## src/rtl/cbus_regfile.sv

```systemverilog
// MIC-1 register bank behind the shifter: C-bus capture, B/H operand drive, MAR/MDR and PC/MBR memory ports.
// Latency: register writes and memory requests take effect one cycle after the microinstruction edge; B bus and H are combinational.
// Backpressure: none; a read or fetch that arrives while one of its kind is still outstanding is dropped and flags err.
//
// Ports: clk/rst (sync, active high); c_bus/c_en capture; b_sel -> b_bus, h_out;
//        mem_rd/mem_wr/mem_fetch issue; dmem_* data port (word address = MAR);
//        imem_* fetch port (byte address = PC); busy = read or fetch outstanding;
//        err = sticky protocol error.
module cbus_regfile #(
    parameter int NBITS = 32,
    parameter int B_SEL = 4,
    parameter int C_SEL = 9
) (
    input  logic             clk,
    input  logic             rst,
    input  logic [NBITS-1:0] c_bus,
    input  logic [C_SEL-1:0] c_en,
    input  logic [B_SEL-1:0] b_sel,
    output logic [NBITS-1:0] b_bus,
    output logic [NBITS-1:0] h_out,
    input  logic             mem_rd,
    input  logic             mem_wr,
    input  logic             mem_fetch,
    output logic [NBITS-1:0] dmem_addr,
    output logic [NBITS-1:0] dmem_wdata,
    output logic             dmem_req,
    output logic             dmem_we,
    input  logic             dmem_rvalid,
    input  logic [NBITS-1:0] dmem_rdata,
    output logic [NBITS-1:0] imem_addr,
    output logic             imem_req,
    input  logic             imem_rvalid,
    input  logic [7:0]       imem_rdata,
    output logic             busy,
    output logic             err
);

    // c_en bit positions
    localparam int EN_MAR = 0;
    localparam int EN_MDR = 1;
    localparam int EN_PC  = 2;
    localparam int EN_SP  = 3;
    localparam int EN_LV  = 4;
    localparam int EN_CPP = 5;
    localparam int EN_TOS = 6;
    localparam int EN_OPC = 7;
    localparam int EN_H   = 8;

    logic [NBITS-1:0] mar_q, mar_d, mdr_q, mdr_d, pc_q, pc_d;
    logic [NBITS-1:0] sp_q, sp_d, lv_q, lv_d, cpp_q, cpp_d;
    logic [NBITS-1:0] tos_q, tos_d, opc_q, opc_d, h_q, h_d;
    logic [7:0]       mbr_q, mbr_d;
    logic [NBITS-1:0] dmem_addr_q, dmem_addr_d, dmem_wdata_q, dmem_wdata_d;
    logic [NBITS-1:0] imem_addr_q, imem_addr_d;
    logic             dmem_req_q, dmem_req_d, dmem_we_q, dmem_we_d;
    logic             imem_req_q, imem_req_d;
    logic             rd_pend_q, rd_pend_d, f_pend_q, f_pend_d;
    logic             err_q, err_d;

    logic rd_done, f_done;   // response accepted this edge
    logic rd_hold, f_hold;   // still outstanding after this edge, ignoring new issue
    logic rd_req, rd_issue, f_issue;

    always_comb begin
        rd_done  = dmem_rvalid & rd_pend_q;
        f_done   = imem_rvalid & f_pend_q;
        rd_hold  = rd_pend_q & ~dmem_rvalid;
        f_hold   = f_pend_q & ~imem_rvalid;
        // a simultaneous read+write request degrades to a write
        rd_req   = mem_rd & ~mem_wr;
        rd_issue = rd_req & ~rd_hold;
        f_issue  = mem_fetch & ~f_hold;

        mar_d = c_en[EN_MAR] ? c_bus : mar_q;
        pc_d  = c_en[EN_PC]  ? c_bus : pc_q;
        sp_d  = c_en[EN_SP]  ? c_bus : sp_q;
        lv_d  = c_en[EN_LV]  ? c_bus : lv_q;
        cpp_d = c_en[EN_CPP] ? c_bus : cpp_q;
        tos_d = c_en[EN_TOS] ? c_bus : tos_q;
        opc_d = c_en[EN_OPC] ? c_bus : opc_q;
        h_d   = c_en[EN_H]   ? c_bus : h_q;
        // returning read data overrides a same-cycle C-bus write of MDR
        mdr_d = rd_done ? dmem_rdata : (c_en[EN_MDR] ? c_bus : mdr_q);
        mbr_d = f_done ? imem_rdata : mbr_q;

        // port copies track the post-write values so "MAR=x; rd" addresses x
        dmem_addr_d  = mar_d;
        dmem_wdata_d = mdr_d;
        imem_addr_d  = pc_d;

        dmem_req_d = rd_issue | mem_wr;
        dmem_we_d  = mem_wr;
        imem_req_d = f_issue;

        rd_pend_d = rd_hold | rd_issue;
        f_pend_d  = f_hold | f_issue;

        err_d = err_q
              | (mem_rd & mem_wr)
              | (rd_req & rd_hold)
              | (mem_wr & rd_hold)
              | (mem_fetch & f_hold);
    end

    always_ff @(posedge clk) begin
        if (rst) begin
            mar_q        <= '0;
            mdr_q        <= '0;
            pc_q         <= '0;
            mbr_q        <= '0;
            sp_q         <= '0;
            lv_q         <= '0;
            cpp_q        <= '0;
            tos_q        <= '0;
            opc_q        <= '0;
            h_q          <= '0;
            dmem_addr_q  <= '0;
            dmem_wdata_q <= '0;
            imem_addr_q  <= '0;
            dmem_req_q   <= 1'b0;
            dmem_we_q    <= 1'b0;
            imem_req_q   <= 1'b0;
            rd_pend_q    <= 1'b0;
            f_pend_q     <= 1'b0;
            err_q        <= 1'b0;
        end else begin
            mar_q        <= mar_d;
            mdr_q        <= mdr_d;
            pc_q         <= pc_d;
            mbr_q        <= mbr_d;
            sp_q         <= sp_d;
            lv_q         <= lv_d;
            cpp_q        <= cpp_d;
            tos_q        <= tos_d;
            opc_q        <= opc_d;
            h_q          <= h_d;
            dmem_addr_q  <= dmem_addr_d;
            dmem_wdata_q <= dmem_wdata_d;
            imem_addr_q  <= imem_addr_d;
            dmem_req_q   <= dmem_req_d;
            dmem_we_q    <= dmem_we_d;
            imem_req_q   <= imem_req_d;
            rd_pend_q    <= rd_pend_d;
            f_pend_q     <= f_pend_d;
            err_q        <= err_d;
        end
    end

    always_comb begin
        b_bus = '0;
        case (b_sel)
            4'd0: b_bus = mdr_q;
            4'd1: b_bus = pc_q;
            4'd2: b_bus = {{(NBITS-8){mbr_q[7]}}, mbr_q};
            4'd3: b_bus = {{(NBITS-8){1'b0}}, mbr_q};
            4'd4: b_bus = sp_q;
            4'd5: b_bus = lv_q;
            4'd6: b_bus = cpp_q;
            4'd7: b_bus = tos_q;
            4'd8: b_bus = opc_q;
            default: b_bus = '0;
        endcase
    end

    assign h_out      = h_q;
    assign dmem_addr  = dmem_addr_q;
    assign dmem_wdata = dmem_wdata_q;
    assign dmem_req   = dmem_req_q;
    assign dmem_we    = dmem_we_q;
    assign imem_addr  = imem_addr_q;
    assign imem_req   = imem_req_q;
    assign busy       = rd_pend_q | f_pend_q;
    assign err        = err_q;

endmodule

```

## config.mk

```make
export PLATFORM = sky130hd
export DESIGN_NAME = cbus_regfile
export DESIGN_NICKNAME = d
export VERILOG_FILES = /design/src/rtl/cbus_regfile.sv
export SDC_FILE = /design/constraint.sdc
export NUM_CORES = 1
export LEC_CHECK = 0
export CAP_MARGIN = 20
export CORE_MARGIN = 2
export CORE_UTILIZATION = 30
export CTS_CLUSTER_SIZE = 20
export DETAILED_ROUTE_END_ITERATION = 8
export DONT_BUFFER_PORTS = 1
export SLEW_MARGIN = 20
export SYNTH_ARGS = -nofsm -noshare
export SYNTH_HDL_FRONTEND = slang
export SYNTH_SLANG_ARGS = --single-unit
```

## constraint.sdc

```tcl
create_clock -name clk -period 1.5 [get_ports clk]
set_input_delay 0.225 -clock clk [delete_from_list [all_inputs] [get_ports clk]]
set_output_delay 0.225 -clock clk [all_outputs]
set_load 0.02 [all_outputs]
```

* After elaboration in Yosys (flattened, before gate mapping)
Cells that the tools add are included.
Cells by class: equality and inequality tests 8, muxes and demuxes 3, bitwise gates (word level) 24, reduce and logical (&&, ||, !) cells 2
Operator list (count):
- $pmux W32 S9 | 1
- $mux W32 | 2
- $eq A4 B3 Y1 const B | 4
- $and A1 B1 Y1 | 11
- $eq A4 B2 Y1 const B | 2
- $or A1 B1 Y1 | 8
- $not A1 Y1 | 5
- $eq A4 B1 Y1 const B | 1
- $eq A4 B4 Y1 const B | 1
- $logic_not A4 Y1 | 1
- $reduce_bool A2 Y1 | 1
Storage, ports and cells: flip-flop bits (word level) 302, bits of input ports 92, output and inout port bits 165

* Longest topological paths before layout
Gate-level depths: netlist of run 1.
word-level depth 6, mapped depth 7

* Worst setup path after synthesis of run 1
No wires, ideal clock.
path kind input -> output, start point input port b_sel[1], end point output port b_bus[7], data arrival time 1513 ps, required time 1275 ps, slack -238 ps, stages on the path 6, path buffers 3, cell sequence buf_6 buf_4 buf_2 mux2_2 nor2_1 o32ai_1
On the way: cells in the longest elaborated chain, start to end 2, elaborated cells on any way between the ends 10, classes of those cells eq/ne (8); mux (1); reduce/logical (1)
Ends and longest elaborated chain:
- start, declared | line 18 | input logic [B_SEL-1:0] b_sel,
- $eq A4 B4 Y1 (tied with other cells) | line 151 | case (b_sel)
- $pmux W32 S9 (*) | line 151
- end, declared | line 19 | output logic [NBITS-1:0] b_bus,
Mark *: on every way between the ends. The rest lies on a longest branch, timed or not.

* Worst setup path after layout of run 1
start point register mbr_q[7], end point output port b_bus[25]
On the way: cells in the longest elaborated chain, start to end 1
Ends and longest elaborated chain:
- start, declared | line 52 | logic [7:0] mbr_q, mbr_d;
- start signal, assigned | line 130 | mbr_q <= mbr_d;
- $pmux W32 S9 | line 151
Every way passes these cells.

==> results of run 1 <==
## Yosys cell counts, types with 3 or more instances
| cell | count |
|---|---|
| a21oi_1 | 18 |
| nand3b_1 | 4 |
| nand3_1 | 12 |
| nand2b_1 | 3 |
| buf_2 | 42 |
| buf_4 | 7 |
| a222oi_1 | 7 |
| a211oi_1 | 42 |
| nor2_1 | 305 |
| o21ai_0 | 17 |
| a22o_1 | 11 |
| a22oi_1 | 29 |
| nor2b_1 | 4 |
| clkbuf_1 | 89 |
| o22ai_1 | 14 |
| mux2_2 | 9 |
| nor3b_1 | 4 |
| o21a_1 | 7 |
| dfxtp_1 | 302 |
| a221oi_1 | 5 |
| o211ai_1 | 4 |
| nor3_1 | 3 |
| inv_1 | 6 |
| o21ai_1 | 7 |
| buf_6 | 6 |
| mux2i_1 | 326 |
| nand2_1 | 24 |
## state kept, by name (all words and copies together), names as in the netlist
name and cells:
h_out 32, imem_req 1, lv_q 32, dmem_addr 32
err 1, sp_q 32, cpp_q 32, dmem_we 1
f_pend_q 1, dmem_wdata 32, rd_pend_q 1, mbr_q 8
tos_q 32, opc_q 32, imem_addr 32, dmem_req 1
## per-layer routing
layer	GRT usage	up-vias	routed length, um
li1	-	5413	-
met1	0.2698	5693	21320
met2	0.3572	360	22880
met3	0.06023	83	3392
met4	0.07091	2	1419
met5	0	-	11
## timing repair
item	in CTS	in global routing
hold buffers	344	1
gates cloned	0	0
gates resized for setup	47	38
setup buffers	1	0
endpoints found under the hold margin	302	3
pin swaps	14	15
setup endpoints to repair	33	51
## critical path, delay by kind of cell, from the launching register on
kind                   cells  cell delay [ns]
AO/OA/AOI/OAI              2             0.38
buffers and inverters      2             0.35
flip-flops                 1             0.32
AND/OR/NAND/NOR            1             0.21
## per-stage QoR
| stage | setup slack (ns) | cell area, sq um | std cells |
|---|---|---|---|
| after global routing | -0.6027 | 19180 | 2311 |
| after CTS | -0.5746 | 19050 | 2311 |
| after floorplan | -0.03262 | 13100 | 1343 |
| after global placement | -0.1718 | 14130 | 1903 |
| final | -0.5485 | 19180 | 2311 |
| after detailed placement | -0.1849 | 14130 | 1903 |
## power by group
part / switching, uW / internal [uW]
clock network: 3540 / 5780
logic: 1240 / 1620
registers: 466 / 8530
## logic make-up after synthesis
group           count (synthesis)  synth area share
buf+inv                       151           0.05343
simple gates                  378            0.1216
flops                         302            0.4669
mux                           335            0.2598
compound gates                177           0.09826
## worst paths after layout
| path | start | endpoint | depth (start not counted) |
|---|---|---|---|
| worst max-delay path | mbr_q[7]$_SDFFE_PP0P_ | b_bus[25] | 5 |
| worst min-delay path | c_en[1] | dmem_wdata[20]$_SDFFE_PP0P_ | 2 |
| worst max register to register | dmem_wdata[24]$_SDFFE_PP0P_ | dmem_wdata[24]$_SDFFE_PP0P_ | 4 |
| worst min register to register | mbr_q[3]$_SDFFE_PP0P_ | mbr_q[3]$_SDFFE_PP0P_ | 2 |
## final cells by class
class,count,area [sq um],share of cell area
clock buffer,52,1062,0.05540
inverter,6,22.52,0.001174
tap,585,732.0,0.03817
clock inverter,11,190.2,0.009918
sequential,302,6076,0.3168
multi-input combinational,890,6469,0.3373
timing repair buffer,465,4624,0.2412
==> results.yml, run 1 <==
sta:
  setup_viol: 32
  fin_skew_ns: 0.008343
  relSlewSlack: 0.4826
  drv_slew: 0
  finalCritPeriodShare: 1.366
  min_period_ns: 2.048
  hold_ws_ns: -0.01168
  tightest_slew_ns: 0.7761
  tns_ns: -12.81
  setup_ws_ns: -0.5485
  hold_violations: 1
  grt_setup_unrepaired: "yes"
  max_freq_ghz: 0.4882
die:
  io_pins: 257
  num_rows: 76
  die_w_um: 211.8
  design.core.area_sq_mm: 0.04289
  chipHeight_um: 211.8
  die_area_sq_mm: 0.04484
  start_util: 0.3020
logic_synthesis:
  ys_ff_latch: 302
  ys.flop_type: "dfxtp_1"
  synth_cells: 1343
  synth-edff-count: 0
  ys_types: 54
  yosysWarnings: 0
  avgSynthCellArea_sq_um: 9.643
  synth-seq-area-share: 0.4669
  syn_area_sq_mm: 0.01295
  synth_top_cell_by_area: "dfxtp_1"
  async_reset_ff_frac: 0
  yosys.area.top_type_share: 0.4669
  synth_area_leaders: "dfxtp_1 47%, mux2i_1 25%, nor2_1 8.8%, clkbuf_1 2.6%, a211oi_1 2.4%"
  syn_nets: 1435
routing:
  ant_nets: 0
  drc: 0
  avgViaCountPerCell: 4.998
  first_pass_iters: 6
  drt_iter0_drc: 649
  wl_per_cell_um: 21.21
  num_vias: 11551
  routed_wl_mm: 49.02
power_and_ir_drop:
  ir_drop_mv: 0.8210
  leakage_uw: 0.008713
  power_uw: 21180
  p_per_area_mw_per_mm2: 1104
critical_path:
  critPathMaxStageDelay_ns: 0.32
  required_ns: 1.27
  worst_ep_arrival_time_ns: 1.82
  crit_slowest_cell: "dfxtp_2"
  path_class: "flop to output port"
  end_kind: "output port"
  cp-start-kind: "flop"
  cp_max_fo: 12
  path_cells: "and3_2 -> buf_12 -> a311oi_2 -> o211ai_1 -> buf_4"
  r2r_setup_slack_ns: 0.06
cells_and_area:
  final_cell_mix: "335 x dlygate4sd3_1, 325 x mux2i_1, 304 x nor2_1, 280 x dfxtp_1, 94 x buf_4"
  fin_nets: 1793
  drive_above_1_share: 0.1564
  utilization: 0.4471
  fillerInstances: 4053
  antenna_cells: 0
  final_common_cell: "dlygate4sd3_1"
  areaGrowthSynthToFinish_pct: 48.08
clock_tree:
  cts-root-buf: "clkbuf_16"
  cts_made_buffers: 36
  clkLatencyLatePin_ns: 0.54
  cts_buffer_depth: 3
  clock_sinks: 302
  htreeDepth: 2
  cts_tree: "built"
  clk_pin_slew_ns: 0.06
global_routing:
  grt-ovfl-total: 0
  grt_pass1_vias: 11978
  antenna_found_initial: 2
  grt_pass1_wl_mm: 72.60
  grt_max_degree: 236
  grt_usage: 0.2156
status:
  violations: "hold timing, setup timing"
  status: "finished, violations left"
job:
  drv_cap: 0
placed_design:
  portBuffers: 0
  hpwl_mm: 26.74
  routabilityCongestion: 0.7665
hold_path:
  min_path_type: "primary input to flop"
Power figures use the tool's default switching activity.
==> inputs of run 2 (changes only) <==
==> constraint.sdc (replaced) <==
create_clock -name clk -period 2.6 [get_ports clk]
set_input_delay 0.39 -clock clk [delete_from_list [all_inputs] [get_ports clk]]
set_output_delay 0.39 -clock clk [all_outputs]
set_load 0.02 [all_outputs]
==> results.yml, run 2 (same netlist as run 1, synthesis figures left out) <==
routing:
  ant_nets: 0
  drc: 0
  drt_iter0_drc: 816
  first_pass_iters: 6
  avgViaCountPerCell: 5.068
  num_vias: 10759
  wl_per_cell_um: 22.43
  routed_wl_mm: 47.61
sta:
  finalCritPeriodShare: 0.9623
  tns_ns: 0
  max_freq_ghz: 0.3997
  relSlewSlack: 0.2887
  fin_skew_ns: 0.009482
  tightest_slew_ns: 1.063
  drv_slew: 0
  hold_violations: 0
  min_period_ns: 2.502
  setup_viol: 0
  grt_setup_unrepaired: "no"
die:
  io_pins: 257
  die_area_sq_mm: 0.04484
  design.core.area_sq_mm: 0.04289
  die_w_um: 211.8
  start_util: 0.3020
  num_rows: 76
  chipHeight_um: 211.8
global_routing:
  grt_pass1_vias: 11044
  grt_pass1_wl_mm: 69.86
  grt_usage: 0.2095
  grt_max_degree: 180
  antenna_found_initial: 1
  grt-ovfl-total: 0
power_and_ir_drop:
  netSwitchingFraction: 0.2492
  internal_power_uw: 8963
  p_comb_frac: 0.099
  p_per_area_mw_per_mm2: 702.1
  power_uw: 11940
  leakage_uw: 0.007598
  clkPwrFrac: 0.458
  ir_drop_mv: 0.4328
  netSwitchingPower_uw: 2975
  seqPwrFrac: 0.443
job:
  drv_cap: 0
cells_and_area:
  drive_above_1_share: 0.08192
  antenna_cells: 0
  areaGrowthSynthToFinish_pct: 31.30
  final_cell_mix: "326 x mux2i_1, 305 x nor2_1, 301 x dfxtp_1, 232 x dlygate4sd3_1, 42 x a211oi_1"
  final_common_cell: "mux2i_1"
  utilization: 0.3965
  fin_nets: 1602
placed_design:
  hpwl_mm: 26.19
  routabilityCongestion: 0.7470
  portBuffers: 0
clock_tree:
  cts_made_buffers: 37
  cts-root-buf: "clkbuf_16"
  cts_buffer_depth: 3
  cts_setup_buffers: 0
  clkLatencyLatePin_ns: 0.55
  clock_sinks: 302
  cts_tree: "built"
  htreeDepth: 2
  clk_pin_slew_ns: 0.06
critical_path:
  worst_ep_arrival_time_ns: 2.11
  r2r-end: "dmem_wdata[13]$_SDFFE_PP0P_"
  r2r_start: "rd_pend_q$_SDFF_PP0_"
  required_ns: 2.21
  r2r_setup_slack_ns: 0.62
  reg2reg_depth: 4
  startpoint: "mbr_q[7]$_SDFFE_PP0P_"
  cp-start-kind: "flop"
  crit_path_end: "b_bus[8]"
  path_class: "flop to output port"
  end_kind: "output port"
  cp_max_fo: 7
status:
  status: "completed"
hold_path:
  min_path_type: "primary input to flop"
## run 2: layer usage
layer | global-route usage | routed length (um) | part of all wire | vias to the layer above
li1 | - | - | - | 5015
met1 | 0.2692 | 20920 | 0.44 | 5286
met2 | 0.3364 | 21690 | 0.46 | 386
met3 | 0.05281 | 3466 | 0.073 | 72
met4 | 0.08256 | 1535 | 0.032 | 0
met5 | 0 | 0 | 0 | -
## run 2: timing repair
item                                    in CTS  in global routing
gates resized for setup                      2                  3
endpoints found under the hold margin      302                  0
hold buffers                               233                  0
endpoints found under the setup margin       2                  4
## run 2: layout make-up
cell class | count | area (sq um)
Inverter | 6 | 22.52
Fill cell | 4256 | 25880
Multi-Input combinational cell | 890 | 6256
Clock inverter | 15 | 187.7
Tap cell | 585 | 732.0
Clock buffer | 52 | 1105
Sequential cell | 302 | 6047
Timing Repair Buffer | 273 | 2654
## run 2: power groups by stage
| stage | sequential (uW) | combinational, uW | clock (uW) |
|---|---|---|---|
| 3_3_place_gp | 5380 | 742 | 0 |
| 3_5_place_dp | 5380 | 765 | 0 |
| 4_1_cts | 5280 | 1170 | 5610 |
| 2_1_floorplan | 5300 | 875 | 0 |
| 5_1_grt | 5310 | 1290 | 5780 |
| 6_report | 5280 | 1180 | 5470 |
## run 2: worst min path at each step
stage	slack [ns]	cells past startpoint	end	startpoint
CTS	0.00005	2	imem_addr[27]$_SDFFE_PP0P_	c_en[2]
floorplan	0.44	2	mbr_q[4]$_SDFFE_PP0P_	mbr_q[4]$_SDFFE_PP0P_
global placement	0.45	2	mbr_q[5]$_SDFFE_PP0P_	mbr_q[5]$_SDFFE_PP0P_
finish	0.02	2	cpp_q[2]$_SDFFE_PP0P_	c_en[5]
global route	0.01	2	cpp_q[23]$_SDFFE_PP0P_	c_en[5]
detailed placement	0.45	2	mbr_q[2]$_SDFFE_PP0P_	mbr_q[2]$_SDFFE_PP0P_
## run 2: critical path, cell delays in order (launching register included)
cell and delay, ns:
dfxtp_2 0.35, buf_6 0.14, nor4bb_4 0.27, buf_4 0.26, a21oi_1 0.07, o21a_1 0.15, o21ai_2 0.14, buf_4 0.16
## run 2: per-stage QoR
stage	cell area, sq um	hold WS [ns]	setup WS (ns)	cells
finish	17000	0.01655	0.09809	2123
global route	17000	0.01219	0.006290	2123
CTS	16990	0.00004702	0.009292	2123
detailed placement	13340	0.4482	0.3439	1823
global placement	13340	0.4526	0.3673	1823
floorplan	12950	0.4360	0.5320	1343
